$ cat config.mk
export PLATFORM = sky130hd
export DESIGN_NAME = fetch_queue
export DESIGN_NICKNAME = d
export VERILOG_FILES = /design/src/rtl/fetch_queue.sv
export SDC_FILE = /design/constraint.sdc
export NUM_CORES = 1
export LEC_CHECK = 0
export BUFFER_PORTS_ARGS = -buffer_cell sky130_fd_sc_hd__buf_2
export CAP_MARGIN = 0
export CORE_UTILIZATION = 58
export CTS_CLUSTER_SIZE = 8
export DETAILED_ROUTE_END_ITERATION = 8
export MAX_ROUTING_LAYER = met4
export PLACE_DENSITY = 0.89
export RECOVER_POWER = 100
export SLEW_MARGIN = 20
export SYNTH_ARGS = -nofsm -noshare
export SYNTH_HDL_FRONTEND = slang
export SYNTH_SLANG_ARGS = --single-unit
$ cat constraint.sdc
create_clock -name clk -period 3.3 [get_ports clk]
set_clock_uncertainty 0.05 [all_clocks]
set_input_delay 0.825 -clock clk [delete_from_list [all_inputs] [get_ports clk]]
set_output_delay 0.825 -clock clk [all_outputs]
set_load 0.005 [all_outputs]
$ cat src/rtl/fetch_queue.sv
// Instruction-fetch stage: owns the fetch PC, issues word reads to a synchronous
// instruction memory and buffers {pc, instr} pairs in a FIFO toward decode.
module fetch_queue #(
  parameter int unsigned DEPTH    = 4,
  parameter logic [31:0] RESET_PC = 32'h0000_0000,
  parameter logic [31:0] PC_STEP  = 32'd1,
  localparam int unsigned AW      = $clog2(DEPTH),
  localparam int unsigned CW      = AW + 1
) (
  input  logic          clk,
  input  logic          rst_n,
  input  logic          redirect_valid,
  input  logic [31:0]   redirect_pc,
  output logic          imem_req,
  output logic [31:0]   imem_addr,
  input  logic [31:0]   imem_rdata,
  output logic          out_valid,
  input  logic          out_ready,
  output logic [31:0]   out_pc,
  output logic [31:0]   out_instr,
  output logic [CW-1:0] count
);

  // Handshake: an entry moves to decode on a cycle where out_valid && out_ready;
  // out_valid never depends on out_ready, and a redirect suppresses both.

  logic [31:0]   fetch_pc_q, fetch_pc_d;
  logic          inflight_q, inflight_d;
  logic [31:0]   req_pc_q, req_pc_d;
  logic [AW-1:0] rd_ptr_q, rd_ptr_d;
  logic [AW-1:0] wr_ptr_q, wr_ptr_d;
  logic [CW-1:0] count_q, count_d;

  logic [31:0]   pc_mem_q    [DEPTH];
  logic [31:0]   instr_mem_q [DEPTH];

  logic [CW:0]   credit_used;
  logic          push;
  logic          pop;

  // Credit counts the in-flight read so a returning word always has a slot.
  assign credit_used = {1'b0, count_q} + {{CW{1'b0}}, inflight_q};
  assign imem_req    = rst_n && !redirect_valid && (credit_used < (CW+1)'(DEPTH));
  assign imem_addr   = fetch_pc_q;

  assign out_valid   = rst_n && !redirect_valid && (count_q != '0);
  assign out_pc      = out_valid ? pc_mem_q[rd_ptr_q]    : 32'h0;
  assign out_instr   = out_valid ? instr_mem_q[rd_ptr_q] : 32'h0;
  assign count       = count_q;

  assign push = inflight_q && !redirect_valid;
  assign pop  = out_valid && out_ready;

  always_comb begin
    fetch_pc_d = fetch_pc_q;
    inflight_d = 1'b0;
    req_pc_d   = req_pc_q;
    rd_ptr_d   = rd_ptr_q;
    wr_ptr_d   = wr_ptr_q;
    count_d    = count_q;
    if (redirect_valid) begin
      fetch_pc_d = redirect_pc;
      rd_ptr_d   = '0;
      wr_ptr_d   = '0;
      count_d    = '0;
    end else begin
      if (imem_req) begin
        fetch_pc_d = fetch_pc_q + PC_STEP;
        req_pc_d   = fetch_pc_q;
        inflight_d = 1'b1;
      end
      if (push) wr_ptr_d = wr_ptr_q + 1'b1;
      if (pop)  rd_ptr_d = rd_ptr_q + 1'b1;
      case ({push, pop})
        2'b10:   count_d = count_q + 1'b1;
        2'b01:   count_d = count_q - 1'b1;
        default: count_d = count_q;
      endcase
    end
  end

  always_ff @(posedge clk or negedge rst_n) begin
    if (!rst_n) begin
      fetch_pc_q <= RESET_PC;
      inflight_q <= 1'b0;
      req_pc_q   <= 32'h0;
      rd_ptr_q   <= '0;
      wr_ptr_q   <= '0;
      count_q    <= '0;
    end else begin
      fetch_pc_q <= fetch_pc_d;
      inflight_q <= inflight_d;
      req_pc_q   <= req_pc_d;
      rd_ptr_q   <= rd_ptr_d;
      wr_ptr_q   <= wr_ptr_d;
      count_q    <= count_d;
    end
  end

  // Storage is deliberately not reset; only the pointers define what is live.
  always_ff @(posedge clk) begin
    if (push) begin
      pc_mem_q[wr_ptr_q]    <= req_pc_q;
      instr_mem_q[wr_ptr_q] <= imem_rdata;
    end
  end

  no_push_when_full: assert property (@(posedge clk) disable iff (!rst_n)
    !(push && (count_q == CW'(DEPTH))));

endmodule

# Yosys cells after proc, flatten, opt, wreduce, memory -nomap -nowiden
# Memory sizes are Yosys's and may differ from the RTL's.
# Cells that the tools add are included.
# Widths: inputs -> output; s select.
[op_classes]
add_sub_neg = 6
mul = 0
div_mod_pow = 0
order_cmp = 1
eq_ne = 2
n_shift = 0
mux = 14
bitwise_logic = 1
n_reduce_logical = 12
[ops]
columns = ["op", "n"]
rows = [
  ["$mux 32", 4],
  ["$add 32x1->32 const B", 1],
  ["$mux 2", 4],
  ["$pmux 3 s2", 1],
  ["$reduce_bool 2->1", 3],
  ["$reduce_bool 3->1", 2],
  ["$logic_and 1x1->1", 5],
  ["$add 2x1->2 const B", 2],
  ["$add 3x1->4", 1],
  ["$lt 4x3->1 const B", 1],
  ["$mux 1", 4],
  ["$add 3x1->3 const B", 1],
  ["$mux 3", 1],
  ["$sub 3x1->3 const B", 1],
  ["$eq 2x1->1 const B", 1],
  ["$eq 2x2->1 const B", 1],
  ["$reduce_and 2->1", 1],
  ["$logic_not 1->1", 1],
  ["$not 1->1", 1],
]
[word_totals]
reg_bits = 72
latch_bits = 0
ram_bits = 256
mem_bits_ro = 0
in_bits = 68
out_inout_bits = 101
elab_cells = 44
memories = 2
[memory_table]
columns = ["memory", "depth", "width", "rd", "rd_clocked_by_memory_dff", "write_ports", "line", "source"]
rows = [
  ["instr_mem_q", 4, 32, 1, 0, 1, "35", "logic [31:0] instr_mem_q [DEPTH];"],
  ["pc_mem_q", 4, 32, 1, 0, 1, "34", "logic [31:0] pc_mem_q [DEPTH];"],
]

# Logic depth before layout (Yosys ltp)
# Gate-level depths: netlist of the first run.
[logic_depth]
word_depth = 7
depth_mapped = 10
depth_no_buf = 7

# Worst setup path after synthesis of the first run
# No wires, ideal clock.
[synth_timing]
path_kind = "input -> register"
from = "in redirect_valid"
to = "mem instr_mem_q[0][0], enable pin"
t_arrival_ps = 2679
path_slack_ps = 142
stages = 3
path_buffers = 1
cell_sequence = "buf_2 nor2b_1 and2_1"
[synth_between]
elab_chain_len = 4
[synth_rtl]
columns = ["item", "line", "source"]
rows = [
  ["start, declared", "12", "input logic redirect_valid,"],
  ["$logic_not 1->1", "51", "assign push = inflight_q && !redirect_valid;"],
  ["$logic_and 1x1->1", "51", ""],
  ["$mux 1", "102", "if (push) begin"],
  ["$mux 1 (implied by the code)", "104", "instr_mem_q[wr_ptr_q] <= imem_rdata;"],
  ["end, declared", "35", ""],
]
# Every way passes these cells.

# Worst setup path after layout of the first run
[layout_timing]
from = "reg rd_ptr_q[1]"
to = "out out_pc[14]"
[layout_between]
elab_chain_len = 2
[layout_rtl]
columns = ["item", "line", "source"]
rows = [
  ["start, declared", "30", "logic [AW-1:0] rd_ptr_q, rd_ptr_d;"],
  ["start signal, assigned", "94", "rd_ptr_q <= rd_ptr_d;"],
  ["$mem_v2 4x32", "n/a", ""],
  ["$mux 32", "47", "assign out_pc = out_valid ? pc_mem_q[rd_ptr_q] : 32'h0;"],
  ["end, declared", "19", "output logic [31:0] out_pc,"],
]
# Every way passes these cells.

==> results of run 1 <==
[power breakdown]
group          switching [uW]  leakage [uW]  internal, uW  total (uW)
clock                    1600      0.000623          2610        4210
sequential                205       0.00322          4690        4900
combinational             319       0.00210           223         542
total                    2130       0.00595          7530        9650
[registers in the layout (all words and copies together), names as in the netlist]
name / count
instr_mem_q: 128
pc_mem_q: 128
imem_addr: 32
req_pc_q: 32
count: 3
rd_ptr_q: 2
wr_ptr_q: 2
inflight_q: 1
[per-layer routing]
metal | share of wire (%) | routed length (um) | GRT usage (%)
met4 | 2.2 | 629 | 8.03
met3 | 7.9 | 2270 | 4.56
met5 | 0 | 0 | -
met1 | 41 | 11900 | 36.5
met2 | 49 | 14100 | 41.0
[synth_stat cells (3+ instances only)]
| library cell | number | area, um^2 |
|---|---|---|
| nor2b_1 | 3 | 18.8 |
| a41oi_1 | 3 | 26.3 |
| nand4_1 | 8 | 50.1 |
| mux2i_1 | 3 | 30.0 |
| or4_1 | 4 | 30.0 |
| inv_1 | 8 | 30.0 |
| o21ai_0 | 22 | 110 |
| a21oi_1 | 5 | 25.0 |
| nor3_1 | 3 | 15.0 |
| ha_1 | 5 | 62.6 |
| buf_4 | 3 | 22.5 |
| o211ai_1 | 12 | 90.1 |
| nand2_1 | 132 | 495 |
| buf_1 | 6 | 22.5 |
| o311ai_0 | 8 | 70.1 |
| nand2b_1 | 4 | 25.0 |
| nand3_1 | 17 | 85.1 |
| a31oi_1 | 7 | 43.8 |
| nor4_1 | 3 | 18.8 |
| nor2_1 | 19 | 71.3 |
| or3_1 | 3 | 18.8 |
| xor2_1 | 3 | 26.3 |
| edfxtp_1 | 256 | 7690 |
| mux4_2 | 64 | 1440 |
| and2_1 | 11 | 68.8 |
| dfrtp_1 | 72 | 1800 |
| clkbuf_1 | 30 | 113 |
| or2_1 | 3 | 18.8 |
| buf_2 | 13 | 65.1 |
| a21o_1 | 3 | 22.5 |
| and3_1 | 70 | 438 |
| a32oi_1 | 3 | 26.3 |
| a221o_1 | 3 | 30.0 |
[what timing repair did]
action	in CTS	in global routing
hold buffers	0	0
gates resized for setup	1	0
endpoints found under the setup margin	36	0
[cell families (layout without fill, tap and decap cells)]
family,count (synthesis),count (layout),synth area share (%)
buffers and inverters,62,276,1.96
XOR/XNOR,5,5,0.330
AO/OA/AOI/OAI,74,74,3.84
flip-flops,328,328,71.5
adder cells (fa/ha/maj),6,6,0.622
multiplexers,67,67,11.1
AND/OR/NAND/NOR,287,287,10.7
[metrics by stage]
| step | worst slack [ps] | utilization (%) | power, uW | hold slack [ps] |
|---|---|---|---|---|
| after floorplan | 142 | - | 5210 | 426 |
| after global placement | 453 | 65.8 | 5470 | 440 |
| after detailed placement | 329 | 65.8 | 5510 | 452 |
| after CTS | 114 | 71.6 | 9720 | 99.5 |
| after global routing | 47.8 | 70.9 | 9970 | 105 |
| final | 134 | 70.9 | 9650 | 105 |
[cell type report]
cell class	count	area, um^2	area share [%]
well taps	280	350	2.23
repair buffers	192	1000	6.36
clock buffers	72	1270	8.08
inverters	10	37.5	0.239
clock inverters	2	28.8	0.183
multi-input cells	439	3530	22.5
flip-flops and latches	328	9490	60.4
[worst max-delay path, stage by stage, from the launching register on]
cell,delay [ps]
dfrtp_2,640
buf_6,390
mux4_2,420
and3_1,200
buf_2,120
[cell usage in the layout, fill, tap and decap left out, types with 4 or more instances in the layout]
cell,n
nand2_1,132
a31oi_1,7
and3_1,70
and2_0,5
buf_4,8
clkbuf_16,47
clkbuf_2,6
ha_1,5
o21ai_0,22
nand2b_1,4
nor2_1,19
or4_1,4
buf_2,90
mux4_2,64
inv_1,9
o211ai_1,12
a21oi_1,5
buf_12,7
clkbuf_1,103
nand4_1,8
nand3_1,17
and2_1,6
o311ai_0,8
edfxtp_1,256
dfrtp_1,70
[worst paths after layout]
check | startpoint | to | slack (ps) | cells after the start
max in group asynchronous | rst_n | imem_addr[25]$_DFFE_PN0P_ | 1480 | 2
min in group clk | redirect_pc[20] | imem_addr[20]$_DFFE_PN0P_ | 440 | 3
hold reg to reg | req_pc_q[8]$_DFFE_PN0P_ | pc_mem_q[0][8]$_DFFE_PP_ | 480 | 0
setup reg to reg | inflight_q$_DFF_PN0_ | instr_mem_q[3][10]$_DFFE_PP_ | 300 | 3
setup / recovery | rd_ptr_q[1]$_DFFE_PN0P_ | out_pc[14] | 130 | 4
hold / removal | rst_n | imem_addr[1]$_DFFE_PN0P_ | 100 | 1
==> flow_metrics.py, run 1 <==
metrics = {
    "floorplan": {
        "die_h_um": 153,
        "io_pins": 169,
        "dieArea_um2": 23500,
        "dieWidth_um": 153,
        "num_rows": 54,
        "start_util_pct": 59.9,
        "coreArea_um2": 22200,
    },
    "sta": {
        "max_freq_mhz": 316,
        "fin_setup_tns_ps": 0,
        "rsz0062_at_grt": "no",
        "finalMaxSlewViolations": 65,
        "period_minus_slack_ps": 3170,
        "tightestPinTransition_ps": 2010,
        "hold_violations": 0,
        "maxSlewHeadroom_pct": -34.2,
        "min_period_over_period_pct": 95.9,
        "setup_viol": 0,
    },
    "clock_network": {
        "root_buffer": "clkbuf_16",
        "insertion_delay_ps": 540,
        "clockBufferDepth": 3,
        "cts_sinks": 328,
        "clk_pin_slew_worst_paths_ps": 50,
        "h-tree-depth": 2,
        "cts_setup_buffers": 0,
        "cts_tree": "built",
        "cts_buffers": 46,
    },
    "status": {
        "outcome": "complete, but fails checks",
        "violations": "max-capacitance violations, max-slew violations",
    },
    "routing": {
        "ant_nets": 0,
        "firstDrtPassIters": 5,
        "wl_per_cell_um": 21.8,
        "routed_wl_mm": 28.9,
        "drc": 0,
        "vias": 8174,
        "dr.first_iter.drc_count": 780,
        "viasPerCell": 6.18,
    },
    "setup_path": {
        "crit_type": "reg -> out",
        "end_kind": "primary output",
        "cp.arrival_ps": 2290,
        "worstPathMaxFanout": 32,
        "cp_data_required_time_ps": 2420,
        "start_kind": "flop",
    },
    "final_layout": {
        "syn_to_final_growth_pct": 18.4,
        "drive_above_1_share_pct": 22.6,
        "final_cells": 1323,
        "n_fill_cell": 1406,
        "nNetsFinal": 1091,
        "diodes": 0,
        "design_area_um2": 15700,
    },
    "pwr": {
        "ir_drop_v": 0.000363,
        "p_leak_uw": 0.00595,
        "power-per-cell-area_nw_per_um2": 614,
    },
    "synth": {
        "async_flop_share_pct": 22.0,
        "synth_flop_cell": "edfxtp_1",
        "ys_seq_area_share_pct": 71.5,
        "ys_ff_latch": 328,
        "synth_edf_count": 256,
        "synth_cells": 829,
        "synth_nets": 903,
        "synth_cell_types": 48,
        "ys_warn_count": 0,
        "syn_avg_cell_area_um2": 16.0,
        "synthesis.area_um2": 13300,
    },
    "placement": {
        "io_buffers": 168,
        "place.gp.congestion": 0.883,
        "placed_cell_area_um2": 14600,
        "hpwl_mm": 17.7,
        "dp_cells": 1249,
    },
    "global_routing": {
        "grt_antenna_before_repair": 0,
        "grt_pass1_wl_mm": 45.9,
        "grt_overflow_total": 0,
        "grt_max_degree": 67,
        "grt_pass1_vias": 8209,
        "grt_usage_pct": 26.5,
    },
    "hold_path": {
        "hold_class": "in -> async",
    },
    "flow_run": {
        "maxCapViolCount": 3,
    },
}
No activity file was read; power rests on OpenSTA's default activity.
==> run 2: changes to the inputs <==
- clock period: 3.3 -> 3.2 ns (I/O delays scaled with it)
==> flow_metrics.py, run 2 (synthesis gave the netlist of run 1 again) <==
metrics = {
    "status": {
        "outcome": "complete, but fails checks",
        "violations": "max-capacitance violations, max-slew violations",
    },
    "sta": {
        "hold_violations": 0,
        "period_minus_slack_ps": 3140,
        "tightestPinTransition_ps": 2090,
        "maxSlewHeadroom_pct": -39.3,
        "setup_viol": 0,
        "hold_slack_ps": 433,
        "rsz0062_at_grt": "no",
        "max_freq_mhz": 319,
        "finalMaxSlewViolations": 126,
        "fin_setup_tns_ps": 0,
        "min_period_over_period_pct": 98.1,
    },
    "placement": {
        "io_buffers": 168,
        "hpwl_mm": 18.0,
        "place.gp.congestion": 0.906,
        "dp_cells": 1250,
    },
    "pwr": {
        "p_total_uw": 9960,
        "power-per-cell-area_nw_per_um2": 636,
        "p_leak_uw": 0.00592,
        "ir_drop_v": 0.000349,
    },
    "setup_path": {
        "end_kind": "primary output",
        "start_kind": "flop",
        "crit_type": "reg -> out",
        "worstPathMaxFanout": 56,
        "cp.arrival_ps": 2290,
        "cp_data_required_time_ps": 2350,
    },
    "final_layout": {
        "syn_to_final_growth_pct": 17.9,
        "final_cells": 1327,
        "reg_top3": "instr_mem_q x128, pc_mem_q x128",
        "layout_commonest_cell": "edfxtp_1",
        "drive_above_1_share_pct": 22.2,
        "diodes": 0,
        "nNetsFinal": 1093,
        "fin_util_pct": 70.6,
        "final_cell_mix": "edfxtp_1 (256), nand2_1 (132), clkbuf_1 (112), buf_2 (87)",
    },
    "global_routing": {
        "grt_pass1_vias": 8256,
        "grt_antenna_before_repair": 1,
        "grt_max_degree": 63,
        "grt_overflow_total": 0,
        "grt_pass1_wl_mm": 45.6,
        "grt_usage_pct": 26.5,
    },
    "clock_network": {
        "cts_tree": "built",
        "cts_resized": 0,
        "root_buffer": "clkbuf_16",
        "h-tree-depth": 2,
        "insertion_delay_ps": 530,
        "clk_pin_slew_worst_paths_ps": 50,
        "cts_sinks": 328,
        "cts_buffers": 46,
        "hold_buffers": 0,
        "clockBufferDepth": 3,
        "cts_setup_buffers": 1,
    },
    "routing": {
        "vias": 8155,
        "viasPerCell": 6.15,
        "firstDrtPassIters": 5,
        "ant_nets": 0,
        "dr.first_iter.drc_count": 688,
        "drc": 0,
        "routed_wl_mm": 29.5,
        "wl_per_cell_um": 22.3,
    },
    "floorplan": {
        "io_pins": 169,
        "die_h_um": 153,
        "dieWidth_um": 153,
        "coreArea_um2": 22200,
        "dieArea_um2": 23500,
        "start_util_pct": 59.9,
        "num_rows": 54,
    },
    "flow_run": {
        "maxCapViolCount": 4,
    },
    "hold_path": {
        "hold_class": "in -> reg",
    },
}
run 2: changes by cell type in the layout (fill, tap and decap cells not counted), moves of 2 or more:
cell / previous run / this run
clkbuf_1: 103 / 112
buf_12: 7 / 3
clkbuf_2: 6 / 10
buf_2: 90 / 87
clkbuf_4: 2 / 0
run 2: path summary, 6_finish.rpt:
check / start / end / slack, ps / cells past startpoint
setup / recovery: count[0]$_DFFE_PN0P_ / out_instr[14] / 60 / 4
hold / removal: redirect_pc[21] / imem_addr[21]$_DFFE_PN0P_ / 430 / 3
setup reg to reg: inflight_q$_DFF_PN0_ / imem_addr[27]$_DFFE_PN0P_ / 270 / 6
hold reg to reg: req_pc_q[8]$_DFFE_PN0P_ / pc_mem_q[0][8]$_DFFE_PP_ / 460 / 0
max in group asynchronous: rst_n / rd_ptr_q[0]$_DFFE_PN0P_ / 720 / 2
min in group asynchronous: rst_n / req_pc_q[10]$_DFFE_PN0P_ / 980 / 2
run 2: through the flow:
stage | worst slack, ps | instance area [um^2]
2_1_floorplan | 66.9 | 13300
3_3_place_gp | 451 | 14600
3_5_place_dp | 350 | 14600
4_1_cts | 53.7 | 15900
5_1_grt | 6.49 | 15600
6_report | 62.2 | 15600
run 2: power breakdown:
group / internal (uW) / leakage [uW] / total (uW) / switching [uW]
logic: 230 / 0.00208 / 567 / 337
clock network: 2690 / 0.000617 / 4340 / 1650
registers: 4840 / 0.00322 / 5050 / 205
run 2: worst max-delay path, cell delays in order, from the launching register on:
cell and delay [ps]:
dfrtp_1 450, or3_2 690, buf_12 250, and3_1 220, buf_2 130
run 2: per-layer routing:
layer	global-route usage (%)	wire length [um]	vias up	share of wire, %
li1	-	-	3594	-
met1	35.0	11800	4074	40
met2	43.1	14900	442	50
met3	4.22	2330	45	7.9
met4	7.46	478	0	1.6
met5	-	0	-	0
run 2: cell type report:
| cell class | count | area [um^2] |
|---|---|---|
| Sequential cell | 328 | 9490 |
| Tap cell | 280 | 350 |
| Multi-Input combinational cell | 439 | 3530 |
| Inverter | 10 | 37.5 |
| Clock buffer | 75 | 1280 |
| Clock inverter | 1 | 8.76 |
| Timing Repair Buffer | 194 | 943 |
| Fill cell | 1472 | 6510 |
